--- config.mk ---
export PLATFORM = sky130hd
export DESIGN_NAME = l2_arbiter
export DESIGN_NICKNAME = d
export VERILOG_FILES = /design/src/rtl/lc3b_types.sv /design/src/rtl/l2_arbiter_req_latch.sv /design/src/rtl/l2_arbiter.sv
export SDC_FILE = /design/constraint.sdc
export NUM_CORES = 1
export LEC_CHECK = 0
export ABC_AREA = 0
export CAP_MARGIN = 25
export CORE_AREA = 2 2 324 326
export DETAILED_ROUTE_END_ITERATION = 10
export DIE_AREA = 0 0 326 328
export PLACE_DENSITY_LB_ADDON = 0.2
export SLEW_MARGIN = 20
export SYNTH_ARGS = -nofsm -noshare
export SYNTH_HDL_FRONTEND = slang
export SYNTH_SLANG_ARGS = --single-unit
--- constraint.sdc ---
create_clock -name clk -period 1.8 [get_ports clk]
set_clock_uncertainty 0.15 [all_clocks]
set_input_delay 0.36 -clock clk [delete_from_list [all_inputs] [get_ports clk]]
set_output_delay 0.36 -clock clk [all_outputs]
set_load 0.02 [all_outputs]
--- src/rtl/lc3b_types.sv ---
// Shared LC-3b datapath types plus the L2 arbiter's state, client encoding and
// round-robin pick function.
package lc3b_types;

  typedef logic [15:0]  lc3b_word;
  typedef logic [127:0] lc3b_cacheline;

  typedef enum logic [1:0] {
    IDLE   = 2'd0,
    BUSY_I = 2'd1,
    BUSY_D = 2'd2
  } lc3b_arb_state;

  typedef enum logic {
    ARB_I = 1'b0,
    ARB_D = 1'b1
  } lc3b_arb_client;

  // On a tie the client that was not served last wins.
  function automatic lc3b_arb_client rr_pick(input logic i_pend, input logic d_pend,
                                             input lc3b_arb_client last);
    lc3b_arb_client pick;
    if (i_pend && d_pend) pick = (last == ARB_D) ? ARB_I : ARB_D;
    else if (d_pend)      pick = ARB_D;
    else                  pick = ARB_I;
    return pick;
  endfunction

endpackage

--- src/rtl/l2_arbiter_req_latch.sv ---
// Holds the granted request (op, address, write line) stable toward L2.
// Write takes precedence when a client raises read and write together.
module l2_arbiter_req_latch #(
  parameter int ADDR_W = 16,
  parameter int LINE_W = 128
) (
  input  logic              clk,
  input  logic              reset_n,
  input  logic              i_load,
  input  logic              i_read,
  input  logic              i_write,
  input  logic [ADDR_W-1:0] i_address,
  input  logic [LINE_W-1:0] i_wdata,
  output logic              o_read,
  output logic              o_write,
  output logic [ADDR_W-1:0] o_address,
  output logic [LINE_W-1:0] o_wdata
);

  logic              r_read;
  logic              r_write;
  logic [ADDR_W-1:0] r_address;
  logic [LINE_W-1:0] r_wdata;

  always_ff @(posedge clk or negedge reset_n) begin
    if (!reset_n) begin
      r_read    <= 1'b0;
      r_write   <= 1'b0;
      r_address <= '0;
      r_wdata   <= '0;
    end else if (i_load) begin
      r_write   <= i_write;
      r_read    <= i_read & ~i_write;
      r_address <= i_address;
      r_wdata   <= i_wdata;
    end
  end

  assign o_read    = r_read;
  assign o_write   = r_write;
  assign o_address = r_address;
  assign o_wdata   = r_wdata;

endmodule

--- src/rtl/l2_arbiter.sv ---
// Round-robin merge of icache/dcache line requests onto the single L2 port;
// one outstanding transaction, response routed back to the granted client.
module l2_arbiter
  import lc3b_types::*;
#(
  parameter int ADDR_W      = $bits(lc3b_word),
  parameter int LINE_W      = $bits(lc3b_cacheline),
  parameter bit RST_FAVOR_D = 1'b1
) (
  input  logic              clk,
  input  logic              reset_n,
  input  logic              i_read,
  input  logic              i_write,
  input  logic [ADDR_W-1:0] i_address,
  input  logic [LINE_W-1:0] i_wdata,
  output logic              i_resp,
  output logic [LINE_W-1:0] i_rdata,
  input  logic              d_read,
  input  logic              d_write,
  input  logic [ADDR_W-1:0] d_address,
  input  logic [LINE_W-1:0] d_wdata,
  output logic              d_resp,
  output logic [LINE_W-1:0] d_rdata,
  output logic              l2_read,
  output logic              l2_write,
  output logic [ADDR_W-1:0] l2_address,
  output logic [LINE_W-1:0] l2_wdata,
  input  logic              l2_resp,
  input  logic [LINE_W-1:0] l2_rdata,
  output lc3b_arb_state     o_dbg_state
);

  // last_grant starts as the opposite client so the first tie goes to the favoured one.
  localparam lc3b_arb_client RST_LAST = RST_FAVOR_D ? ARB_I : ARB_D;

  lc3b_arb_state  r_state;
  lc3b_arb_state  w_next_state;
  lc3b_arb_client r_last_grant;
  lc3b_arb_client w_pick;
  logic           w_i_pend;
  logic           w_d_pend;
  logic           w_grant;
  logic           w_sel_d;
  logic           w_busy;
  logic           w_lat_read;
  logic           w_lat_write;

  assign w_i_pend = i_read | i_write;
  assign w_d_pend = d_read | d_write;
  assign w_pick   = rr_pick(w_i_pend, w_d_pend, r_last_grant);
  assign w_sel_d  = (w_pick == ARB_D);

  always_ff @(posedge clk or negedge reset_n) begin
    if (!reset_n) begin
      r_state      <= IDLE;
      r_last_grant <= RST_LAST;
    end else begin
      r_state <= w_next_state;
      if (w_grant) r_last_grant <= w_pick;
    end
  end

  always_comb begin
    w_next_state = r_state;
    w_grant      = 1'b0;
    i_resp       = 1'b0;
    d_resp       = 1'b0;
    case (r_state)
      IDLE: begin
        if (w_i_pend || w_d_pend) begin
          w_grant      = 1'b1;
          w_next_state = w_sel_d ? BUSY_D : BUSY_I;
        end
      end
      BUSY_I: begin
        if (l2_resp) begin
          i_resp       = 1'b1;
          w_next_state = IDLE;
        end
      end
      BUSY_D: begin
        if (l2_resp) begin
          d_resp       = 1'b1;
          w_next_state = IDLE;
        end
      end
      default: w_next_state = IDLE;
    endcase
  end

  l2_arbiter_req_latch #(
    .ADDR_W (ADDR_W),
    .LINE_W (LINE_W)
  ) u_req_latch (
    .clk       (clk),
    .reset_n   (reset_n),
    .i_load    (w_grant),
    .i_read    (w_sel_d ? d_read    : i_read),
    .i_write   (w_sel_d ? d_write   : i_write),
    .i_address (w_sel_d ? d_address : i_address),
    .i_wdata   (w_sel_d ? d_wdata   : i_wdata),
    .o_read    (w_lat_read),
    .o_write   (w_lat_write),
    .o_address (l2_address),
    .o_wdata   (l2_wdata)
  );

  // The latched op may linger after completion; only BUSY states drive it out.
  assign w_busy      = (r_state != IDLE);
  assign l2_read     = w_busy & w_lat_read;
  assign l2_write    = w_busy & w_lat_write;
  assign i_rdata     = l2_rdata;
  assign d_rdata     = l2_rdata;
  assign o_dbg_state = r_state;

endmodule

Word-level counts from Yosys, hierarchy flattened
Cells that the tools add are included.
W data, S select, Z words.
{ "totals": {"reg_bits": 149, "input_bits": 423, "output_inout_bits": 406, "wordCells": 38} }
{ "op_classes": {"n_eq_ne": 4, "muxes": 16, "bitwise_logic": 6, "reduce_logical": 6} }
{ "op_table": {"columns": ["operator", "count"], "rows": [
  ["$mux W128", 1],
  ["$mux W16", 1],
  ["$mux W1", 10],
  ["$mux W2", 3],
  ["$pmux W2 S2", 1],
  ["$and A1 B1 Y1", 3],
  ["$eq A2 B1 Y1 const B", 1],
  ["$eq A2 B2 Y1 const B", 1],
  ["$logic_not A2 Y1", 1],
  ["$ne A2 B1 Y1 const B", 1],
  ["$ne A2 B2 Y1 const B", 1],
  ["$or A1 B1 Y1", 2],
  ["$reduce_and A2 Y1", 1],
  ["$reduce_bool A2 Y1", 1],
  ["$reduce_or A2 Y1", 1],
  ["$logic_and A1 B1 Y1", 1],
  ["$logic_or A1 B1 Y1", 1],
  ["$not A1 Y1", 1]
]} }

Longest topological paths before layout
Gate-level depths: netlist of the first run.
{ "depth": {"depth_word": 6, "depth_mapped": 8, "mapped_depth_nobuf": 5} }

Modules after synthesis
From an unflattened synthesis of the first run, not the netlist that was laid out.
{ "unflattened": {"cells_unflattened": 761, "hier_area_um2": 9608.0} }
{ "by_module_without_submodules": {"columns": ["module", "instances", "cells_per_inst", "area_per_inst_um2", "seq_area_each_um2"], "rows": [
  ["l2_arbiter_req_latch", 1, 310, 5476.5, 3653.5],
  ["l2_arbiter", 1, 451, 4131.5, 75.1]
]} }

Least setup slack after synthesis of the first run
Ideal clock, no wire load.
{ "synth_path": {"kind": "register to register", "start": "reg r_state[0], in the netlist o_dbg_state[0]", "end": "reg u_req_latch.r_wdata[42], in the netlist u_req_latch.o_wdata[42]", "setup_time_ns": 0.126, "arrival_ns": 1.764, "t_required_ns": 1.524, "slack_ns": -0.240, "path_stages_with_launch": 9, "path_buffers": 3, "synth_period_minus_slack_ns": 2.040, "cell_sequence": "dfrtp_1 > inv_1 > ha_1 > o21a_1 > buf_6 > buf_2 > clkbuf_1 > and3_1 > a221o_1"} }
{ "synth_via": {"elab_chain_cells": 2} }
{ "synth_rtl": {"columns": ["item", "line", "text"], "rows": [
  ["start: declaration", "l2_arbiter.sv:36", "lc3b_arb_state r_state;"],
  ["start signal: assignment", "l2_arbiter.sv:58", "r_state <= w_next_state;"],
  ["$logic_not A2 Y1", "l2_arbiter.sv:68", "case (r_state)"],
  ["$mux W1", "l2_arbiter.sv:68", null],
  ["end signal: assignment", "l2_arbiter_req_latch.sv:35", "r_wdata <= i_wdata;"],
  ["end: declaration", "l2_arbiter_req_latch.sv:23", "logic [LINE_W-1:0] r_wdata;"]
]} }
Every way passes these cells.
A chain may end at the register's enable or synchronous reset.

Final worst setup path of the first run
{ "layout_path": {"start": "reg r_state[1], in the netlist o_dbg_state[1]", "end": "reg u_req_latch.r_wdata[59], in the netlist u_req_latch.o_wdata[59]"} }
The elaborated chain is that of the path after synthesis.

==> results of run 1 <==
-- power breakdown --
part           internal (mW)  switching, mW
sequential              5.05           1.19
clock                   2.01           1.95
combinational           8.17           8.35
total                   15.2           11.5
-- cell type report --
type                       instances  area [um^2]
antenna                            3         7.51
clock inverter                    14          163
clock buffer                      18          439
multi-input combinational        314         3020
timing repair buffer             532         5970
inverter                           6         30.0
tap                             1380         1730
fill                           11603        88100
sequential                       149         3740
-- cells in the final DEF, fill, tap and decap left out, types with 2 or more instances in the layout --
cell type,count
sky130_fd_sc_hd__clkdlybuf4s50_1,293
sky130_fd_sc_hd__diode_2,3
sky130_fd_sc_hd__inv_1,3
sky130_fd_sc_hd__clkinv_4,4
sky130_fd_sc_hd__buf_2,10
sky130_fd_sc_hd__nor2_1,4
sky130_fd_sc_hd__clkbuf_2,2
sky130_fd_sc_hd__dfrtp_2,7
sky130_fd_sc_hd__and3_4,81
sky130_fd_sc_hd__inv_6,4
sky130_fd_sc_hd__and3_1,63
sky130_fd_sc_hd__clkbuf_16,27
sky130_fd_sc_hd__clkinv_8,2
sky130_fd_sc_hd__clkdlybuf4s15_2,22
sky130_fd_sc_hd__bufbuf_16,2
sky130_fd_sc_hd__buf_4,35
sky130_fd_sc_hd__buf_6,16
sky130_fd_sc_hd__buf_16,20
sky130_fd_sc_hd__buf_12,24
sky130_fd_sc_hd__clkdlybuf4s15_1,42
sky130_fd_sc_hd__dlygate4sd2_1,50
sky130_fd_sc_hd__inv_8,2
sky130_fd_sc_hd__buf_8,5
sky130_fd_sc_hd__inv_4,3
sky130_fd_sc_hd__dfrtp_1,142
sky130_fd_sc_hd__a221o_1,145
sky130_fd_sc_hd__a21boi_0,2
sky130_fd_sc_hd__and2_4,2
-- cells by family (layout without fill, tap and decap cells) --
kind of cell | Yosys count | after routing | share of synthesized area (%)
buffers and inverters | 324 | 570 | 26.1
DFF | 149 | 149 | 43.9
AOI/OAI and AO/OA | 156 | 156 | 18.1
other | 0 | 3 | 0
adders and majority gates | 3 | 3 | 0.442
and+or+nand+nor | 155 | 155 | 11.4
-- through the flow --
| stage | utilization, % | worst slack [ns] |
|---|---|---|
| 2_1_floorplan | - | -0.0369 |
| 3_3_place_gp | 12.7 | -0.495 |
| 3_5_place_dp | 12.7 | -0.515 |
| 4_1_cts | 14.2 | -0.277 |
| 5_1_grt | 14.6 | -0.284 |
| 6_report | 14.6 | -0.250 |
-- metal layers --
layer	share of wire [%]	vias up	global-route usage, %
li1	-	3177	-
met1	34	3595	10.8
met2	49	637	18.6
met3	14	62	7.08
met4	2.4	6	3.13
met5	0.057	-	0
-- path summary, 6_finish.rpt --
check	startpoint	to	slack, ns	depth (start not counted)
worst max register to register	o_dbg_state[1]$_DFFE_PN0P_	u_req_latch.o_wdata[59]$_DFFE_PN0P_	-0.25	8
worst min register to register	u_req_latch.o_wdata[81]$_DFFE_PN0P_	u_req_latch.o_wdata[81]$_DFFE_PN0P_	0.36	1
max in group asynchronous	reset_n	u_req_latch.o_wdata[44]$_DFFE_PN0P_	0.71	3
worst min-delay path	reset_n	u_req_latch.o_wdata[100]$_DFFE_PN0P_	0.16	2
worst max-delay path	o_dbg_state[1]$_DFFE_PN0P_	u_req_latch.o_wdata[59]$_DFFE_PN0P_	-0.25	8
min in group clk	d_wdata[100]	u_req_latch.o_wdata[100]$_DFFE_PN0P_	0.32	2
-- worst max-delay path, delay by kind of cell, from the launching register on --
kind,cells,cell delay (ns)
fa+ha+maj,1,0.13
flops,1,0.44
buf+inv,5,0.60
compound gates,2,0.55
-- flip-flops by register name, indices dropped and copies added, names as in the netlist --
signal                 count
u_req_latch.o_write        1
u_req_latch.o_read         1
o_dbg_state                2
u_req_latch.o_wdata      128
r_last_grant               1
u_req_latch.o_address     16
-- repair_timing --
item	in CTS	in global routing
setup buffers	17	3
hold buffers	1	0
gates cloned	19	12
hold endpoints to repair	149	0
pin swaps	73	45
resized for setup	353	60
setup endpoints to repair	278	163
==> flow_summary.json, run 1 <==
{
  "first_global_vias": 7911,
  "dieWidth_um": 326,
  "tns_ns": -28.07,
  "cts_inserted_buffers": 17,
  "layout-area-overhead-vs-synth_pct": 77.8,
  "hold_viol_final": 0,
  "coreArea_um2": 103000,
  "grtUsageTotal_pct": 10.9,
  "timing_max_transition_violations_final": 0,
  "final_area_um2": 15100,
  "max_cap_violations": 0,
  "die_ar_um2": 107000,
  "post_synth_most_frequent_cells": "sky130_fd_sc_hd__buf_4, sky130_fd_sc_hd__dfrtp_1, sky130_fd_sc_hd__a221o_1",
  "rsz0062_at_grt": "yes",
  "post-place-cells": 2332,
  "fp.dieH_um": 328,
  "worst_slack_ns": -0.250,
  "endpoint_kind": "flip-flop",
  "cell_count_after_synthesis": 787,
  "ir_worst_vdd_uv": 614,
  "holdCritPathClass": "in -> async",
  "netlist_area_um2": 8490,
  "placementRows": 118,
  "initial_antenna_violation_count": 6,
  "cts_tree": "built",
  "place.detailed.hpwl_um": 44200,
  "timing.slew.headroom_pct": 72.7,
  "critPathMaxFanout": 11,
  "min_clock_period_post_route_ns": 2.05,
  "finish.net_count": 1446,
  "setup_violations": 150,
  "synthesis.nets": 1213,
  "synth_top_flop_cell": "sky130_fd_sc_hd__dfrtp_1",
  "final_cells": 2416,
  "clkSinkCount": 149,
  "ys_warn_count": 0,
  "avgViaCountPerCell": 3.09,
  "synth_seq_cells": 149,
  "outcome": "finished, violations left",
  "post_drt_wl_per_cell_um": 25.5,
  "cts-root-buf": "sky130_fd_sc_hd__clkbuf_16",
  "gp_congestion": 0.825,
  "startpoint_type": "flip-flop",
  "grt_max_degree": 71,
  "synth.top_cells.by_area": "sky130_fd_sc_hd__dfrtp_1, sky130_fd_sc_hd__buf_4, sky130_fd_sc_hd__a221o_1, sky130_fd_sc_hd__and3_1, sky130_fd_sc_hd__clkbuf_1",
  "critical-path-slowest-cell": "sky130_fd_sc_hd__dfrtp_2",
  "cellLeakagePower_nw": 6.11,
  "route.detailed.drc": 0,
  "drt-total-wl_um": 61500,
  "htree_levels": 4,
  "crit_required_ns": 2.02,
  "drtIter0Drc": 338,
  "synth.avg_cell_area_um2": 10.8,
  "first_pass_iters": 4,
  "worstPathArrival_ns": 2.27,
  "worstMarginPinSlew_ns": 0.410,
  "final.hold.worst_slack_ns": 0.162,
  "cell_by_cell_listing_of_the_critical_path": "inv_4 > ha_4 > buf_4 > inv_4 > a21o_4 > buf_12 > clkbuf_16 > a221o_1",
  "power_per_cell_area_nw_per_um2": 1770,
  "critPathKind": "reg -> reg",
  "final_antenna_net_count": 0,
  "numPortBuffers": 444,
  "synth_cell_type_count": 23,
  "total_power_mw": 26.7,
  "final.period_utilization_pct": 114,
  "clock_transition_at_path_regs_ns": 0.08,
  "starting_density_of_the_core_pct": 8.22,
  "maxClockFrequency_mhz": 488,
  "grt_first_pass_wirelength_um": 77700,
  "synth.top_cell.area_share_pct": 43.9,
  "dpl-instance-area_um2": 13100,
  "synth_enable_flop_cells": 0,
  "boundaryPins": 829,
  "synth.most_common_cell": "sky130_fd_sc_hd__buf_4",
  "crit_top_cell": "sky130_fd_sc_hd__inv_4",
  "postSynth.asyncResetShare_pct": 100,
  "dr_total_vias": 7477,
  "clk-insertion-delay-late_ns": 0.50,
  "layout-drive-gt1-share_pct": 27.3,
  "sequential_share_of_the_synthesized_area_pct": 43.9,
  "yosys.area.top_type": "sky130_fd_sc_hd__dfrtp_1",
  "crit_path_max_incr_delay_ns": 0.44,
  "cts.path.max_buffers": 2,
  "violations_in_the_final_reports": "negative setup slack",
  "gr-total-overflow": 0
}
Power figures use the tool's default switching activity.
==> run 2: changes to the inputs <==
Settings changed: GPL_TIMING_DRIVEN from default to 0.
==> flow_summary.json, run 2 (same netlist as run 1, synthesis figures left out) <==
{
  "final.period_utilization_pct": 112,
  "min_clock_period_post_route_ns": 2.02,
  "cts_tree": "built",
  "endpoint_kind": "flip-flop",
  "cell_by_cell_listing_of_the_critical_path": "inv_4 > ha_4 > inv_2 > a21o_4 > buf_16 > buf_12 > a221o_1",
  "first_pass_iters": 5,
  "holdCritPathClass": "in -> async",
  "leading_cell_type_in_the_layout_fill_and_taps_excluded": "sky130_fd_sc_hd__clkdlybuf4s50_1",
  "worstMarginPinSlew_ns": 0.739,
  "layout.cells.most_common_list": "sky130_fd_sc_hd__clkdlybuf4s50_1, sky130_fd_sc_hd__buf_4, sky130_fd_sc_hd__a221o_1, sky130_fd_sc_hd__dfrtp_1, sky130_fd_sc_hd__and3_1",
  "critical-path-slowest-cell": "sky130_fd_sc_hd__dfrtp_2",
  "ir_worst_vdd_uv": 735,
  "final_antenna_net_count": 0,
  "clk-insertion-delay-late_ns": 0.49,
  "clock_transition_at_path_regs_ns": 0.07,
  "crit_required_ns": 2.02,
  "first_global_vias": 10108,
  "dr_total_vias": 9212,
  "critPathMaxFanout": 10,
  "layout-area-overhead-vs-synth_pct": 120,
  "fp.dieH_um": 328,
  "tns_ns": -27.34,
  "placementRows": 118,
  "initial_antenna_violation_count": 16,
  "timing.critical_path.max_delay_family": "compound AO/OA/AOI/OAI gates",
  "critPathKind": "reg -> reg",
  "path_depth": 7,
  "worst_slack_ns": -0.221,
  "dpl-instance-area_um2": 17500,
  "worst_r2r_path_depth": 7,
  "dieWidth_um": 326,
  "outcome": "finished, violations left",
  "layout-drive-gt1-share_pct": 29.8,
  "coreArea_um2": 103000,
  "place.detailed.hpwl_um": 55400,
  "setup_violations": 151,
  "die_ar_um2": 107000,
  "drtIter0Drc": 340,
  "post-place-cells": 2871,
  "power_per_cell_area_nw_per_um2": 1390,
  "htree_levels": 4,
  "grt_first_pass_wirelength_um": 87500,
  "violations_in_the_final_reports": "negative setup slack",
  "max_cap_violations": 0,
  "finish.net_count": 1955,
  "maxClockFrequency_mhz": 495,
  "cts_inserted_buffers": 17,
  "timing_max_transition_violations_final": 0,
  "final_cells": 2929,
  "boundaryPins": 829,
  "numPortBuffers": 700,
  "starting_density_of_the_core_pct": 8.22,
  "final.hold.worst_slack_ns": 0.190,
  "clkSinkCount": 149,
  "rsz0062_at_grt": "yes",
  "largest_reg_flops": 128,
  "timing.slew.headroom_pct": 49.5,
  "drt-total-wl_um": 66000,
  "cellLeakagePower_nw": 8.20,
  "total_power_mw": 26.0,
  "grt_max_degree": 56,
  "avgViaCountPerCell": 3.15,
  "gp_congestion": 0.857,
  "route.detailed.drc": 0,
  "gr-total-overflow": 0,
  "worstPathArrival_ns": 2.24,
  "crit_path_max_incr_delay_ns": 0.44,
  "cts-root-buf": "sky130_fd_sc_hd__clkbuf_16",
  "grtUsageTotal_pct": 12.0,
  "post_drt_wl_per_cell_um": 22.5,
  "startpoint_type": "flip-flop",
  "cp_num_buf_inv": 4,
  "final_area_um2": 18700,
  "hold_viol_final": 0,
  "cts.path.max_buffers": 2
}
==> run 2: metal layers <==
metal | global-route usage, % | wire length, um | up-vias
li1 | - | - | 4197
met1 | 12.9 | 25100 | 4478
met2 | 21.1 | 33100 | 481
met3 | 5.77 | 6870 | 40
met4 | 2.56 | 709 | 16
met5 | 0 | 100 | -
==> run 2: area by class of cell <==
cell class / instances / area, um^2
Fill cell: 11492 / 84500
Buffer: 317 / 2600
Tap cell: 1380 / 1730
Clock inverter: 11 / 139
Timing Repair Buffer: 724 / 7230
Antenna cell: 7 / 17.5
Sequential cell: 149 / 3740
Clock buffer: 21 / 470
Multi-Input combinational cell: 314 / 2710
Inverter: 6 / 27.5
==> run 2: repair_timing <==
action | in CTS | in global routing
cloned | 5 | 0
hold buffers | 1 | 0
resized for setup | 449 | 18
setup buffers | 12 | 2
endpoints found under the setup margin | 298 | 162
endpoints found under the hold margin | 118 | 0
pin swaps | 7 | 1
==> run 2: final timing paths <==
check,startpoint,end,slack [ns]
worst max-delay path,o_dbg_state[1]$_DFFE_PN0P_,u_req_latch.o_wdata[28]$_DFFE_PN0P_,-0.22
worst min-delay path,reset_n,u_req_latch.o_wdata[100]$_DFFE_PN0P_,0.19
worst max register to register,o_dbg_state[1]$_DFFE_PN0P_,u_req_latch.o_wdata[28]$_DFFE_PN0P_,-0.22
worst min register to register,u_req_latch.o_wdata[114]$_DFFE_PN0P_,u_req_latch.o_wdata[114]$_DFFE_PN0P_,0.36
max in group asynchronous,reset_n,u_req_latch.o_wdata[39]$_DFFE_PN0P_,0.58
min in group clk,d_wdata[94],u_req_latch.o_wdata[94]$_DFFE_PN0P_,0.32
==> run 2: report_power, final <==
group	internal (mW)	switching, mW
Clock	2.18	1.85
Combinational	7.32	8.46
Sequential	5.06	1.14
==> run 2: stage by stage <==
stage / utilization [%] / setup WS (ns)
floorplan: - / -0.0369
global placement: 16.8 / -7.80
detailed placement: 16.9 / -1.09
CTS: 18.0 / -0.280
global route: 18.1 / -0.301
finish: 18.1 / -0.221
==> run 3: changes to the inputs <==
Settings changed: CTS_BUF_LIST from default to sky130_fd_sc_hd__clkbuf_16, TNS_END_PERCENT from default to 100.
==> flow_summary.json, run 3 (same netlist as run 1, synthesis figures left out) <==
{
  "crit_required_ns": 2.02,
  "total_power_mw": 27.7,
  "cts_tree": "built",
  "first_pass_iters": 4,
  "drtIter0Drc": 381,
  "cts.path.max_buffers": 2,
  "dieWidth_um": 326,
  "endpoint_kind": "flip-flop",
  "min_clock_period_post_route_ns": 2.04,
  "critPathMaxFanout": 8,
  "setup_violations": 150,
  "htree_levels": 4,
  "cp_num_buf_inv": 4,
  "avgViaCountPerCell": 3.19,
  "fillerInstances": 11421,
  "final_antenna_net_count": 0,
  "placementRows": 118,
  "finish.net_count": 1971,
  "first_global_vias": 10240,
  "grt_first_pass_wirelength_um": 88500,
  "die_ar_um2": 107000,
  "layout-drive-gt1-share_pct": 35.2,
  "route.detailed.drc": 0,
  "cellLeakagePower_nw": 8.29,
  "cts-root-buf": "sky130_fd_sc_hd__clkbuf_16",
  "cts_inserted_buffers": 17,
  "net-switching-power_mw": 12.1,
  "final.period_utilization_pct": 113,
  "rsz0062_at_grt": "yes",
  "grt_max_degree": 56,
  "power.share.combinational_pct": 63.5,
  "final_core_util_pct": 18.8,
  "critPathKind": "reg -> reg",
  "p_sw_share_pct": 43.5,
  "timing.critical_path.max_delay_family": "buffers and inverters",
  "final_area_um2": 19400,
  "coreArea_um2": 103000,
  "initial_antenna_violation_count": 15,
  "leading_cell_type_in_the_layout_fill_and_taps_excluded": "sky130_fd_sc_hd__clkdlybuf4s50_1",
  "worst_slack_ns": -0.240,
  "violations_in_the_final_reports": "negative setup slack",
  "clkSinkCount": 149,
  "starting_density_of_the_core_pct": 8.22,
  "maxClockFrequency_mhz": 490,
  "fp.dieH_um": 328,
  "dr_total_vias": 9390,
  "p_seq_share_pct": 22.4,
  "numPortBuffers": 700,
  "largest_reg_flops": 128,
  "layout.cells.most_common_list": "sky130_fd_sc_hd__clkdlybuf4s50_1, sky130_fd_sc_hd__buf_4, sky130_fd_sc_hd__a221o_1, sky130_fd_sc_hd__dfrtp_1, sky130_fd_sc_hd__and3_4",
  "place.detailed.hpwl_um": 55400,
  "critical-path-slowest-cell": "sky130_fd_sc_hd__dfrtp_2",
  "startpoint_type": "flip-flop",
  "gp_congestion": 0.857,
  "cell_by_cell_listing_of_the_critical_path": "inv_4 > ha_4 > o21a_4 > buf_12 > buf_16 > clkbuf_16 > and3_4 > a221o_1",
  "worstPathArrival_ns": 2.26,
  "crit_path_max_incr_delay_ns": 0.42,
  "outcome": "finished, violations left",
  "clock_transition_at_path_regs_ns": 0.07,
  "clkPwrFrac_pct": 14.1,
  "timing_max_transition_violations_final": 0,
  "boundaryPins": 829,
  "worstMarginPinSlew_ns": 0.557,
  "max_cap_violations": 0,
  "hold_viol_final": 0,
  "layout-area-overhead-vs-synth_pct": 129,
  "power_per_cell_area_nw_per_um2": 1430,
  "dpl-instance-area_um2": 17500,
  "gr-total-overflow": 0,
  "post_drt_wl_per_cell_um": 23.1,
  "holdCritPathClass": "in -> async",
  "ir_worst_vdd_uv": 743,
  "drt-total-wl_um": 68100,
  "internal_power_mw": 15.7,
  "timing.slew.headroom_pct": 62.8,
  "grtUsageTotal_pct": 12.1,
  "clk-insertion-delay-late_ns": 0.49
}
-- run 3: changes by cell type in the layout (fill, tap and decap cells not counted), moves of 3 or more --
cell                        previous run  this run
sky130_fd_sc_hd__clkinv_1              0         3
sky130_fd_sc_hd__clkbuf_16            22        35
sky130_fd_sc_hd__clkbuf_4              8         5
sky130_fd_sc_hd__and3_4               19        93
sky130_fd_sc_hd__and3_1              125        51
sky130_fd_sc_hd__buf_8                 6        10
sky130_fd_sc_hd__clkbuf_8             12         6
sky130_fd_sc_hd__buf_6                13        18
-- run 3: through the flow --
stage          hold slack [ns]  worst slack (ns)  setup TNS, ns  cells
4_1_cts                  0.159            -0.270         -33.23   2929
3_5_place_dp             0.133             -1.09        -139.23   2871
3_3_place_gp             0.344             -7.80       -1302.16   2867
6_report                 0.191            -0.240         -26.75   2943
2_1_floorplan          -0.0856           -0.0369          -4.45    787
5_1_grt                  0.191            -0.298         -38.31   2938
-- run 3: worst paths after layout --
kind | start | endpoint | slack, ns | depth (start not counted)
setup reg to reg | o_dbg_state[0]$_DFFE_PN0P_ | u_req_latch.o_wdata[78]$_DFFE_PN0P_ | -0.24 | 8
hold reg to reg | u_req_latch.o_address[0]$_DFFE_PN0P_ | u_req_latch.o_address[0]$_DFFE_PN0P_ | 0.36 | 1
hold / removal | reset_n | u_req_latch.o_wdata[100]$_DFFE_PN0P_ | 0.19 | 2
setup / recovery | o_dbg_state[0]$_DFFE_PN0P_ | u_req_latch.o_wdata[78]$_DFFE_PN0P_ | -0.24 | 8
max in group asynchronous | reset_n | u_req_latch.o_wdata[39]$_DFFE_PN0P_ | 0.58 | 3
min in group clk | d_wdata[94] | u_req_latch.o_wdata[94]$_DFFE_PN0P_ | 0.32 | 2
-- run 3: routing by layer --
layer  up-vias  GRT usage (%)  share of wire (%)
li1       4235              -                  -
met1      4583           13.0                 38
met2       506           21.5                 50
met3        52           5.75                 10
met4        14           2.54                1.7
met5         -              0               0.14
-- run 3: final cells by class --
type / instances / area (um^2) / area share, %
inverters: 6 / 32.5 / 0.168
clock inverters: 15 / 154 / 0.792
repair buffers: 740 / 7530 / 38.8
flip-flops and latches: 149 / 3740 / 19.3
diodes: 5 / 12.5 / 0.0644
clock buffers: 17 / 425 / 2.19
well taps: 1380 / 1730 / 8.89
plain buffers: 317 / 2730 / 14.1
multi-input cells: 314 / 3070 / 15.8
-- run 3: worst reg2reg max path, stage by stage, from the launching register on --
cell and delay (ns):
sky130_fd_sc_hd__dfrtp_2 0.42, sky130_fd_sc_hd__inv_4 0.07, sky130_fd_sc_hd__ha_4 0.19, sky130_fd_sc_hd__o21a_4 0.14, sky130_fd_sc_hd__buf_12 0.16, sky130_fd_sc_hd__buf_16 0.17
sky130_fd_sc_hd__clkbuf_16 0.17, sky130_fd_sc_hd__and3_4 0.17, sky130_fd_sc_hd__a221o_1 0.27
-- run 3: what timing repair did --
action                     CTS  global route
pin swaps                   58            77
setup buffers               15             1
hold buffers                 1             0
cloned                      10            10
setup endpoints to repair  298           163
gates resized for setup    507            72
hold endpoints to repair   115             0
-- run 3: power by group through the flow --
stage / Combinational, mW / Clock, mW / Sequential (mW)
6_report: 17.6 / 3.92 / 6.20
5_1_grt: 18.8 / 4.21 / 6.41
4_1_cts: 17.1 / 4.12 / 6.22
3_5_place_dp: 15.5 / 0 / 6.29
3_3_place_gp: 15.4 / 0 / 6.25
2_1_floorplan: 5.39 / 0 / 7.90
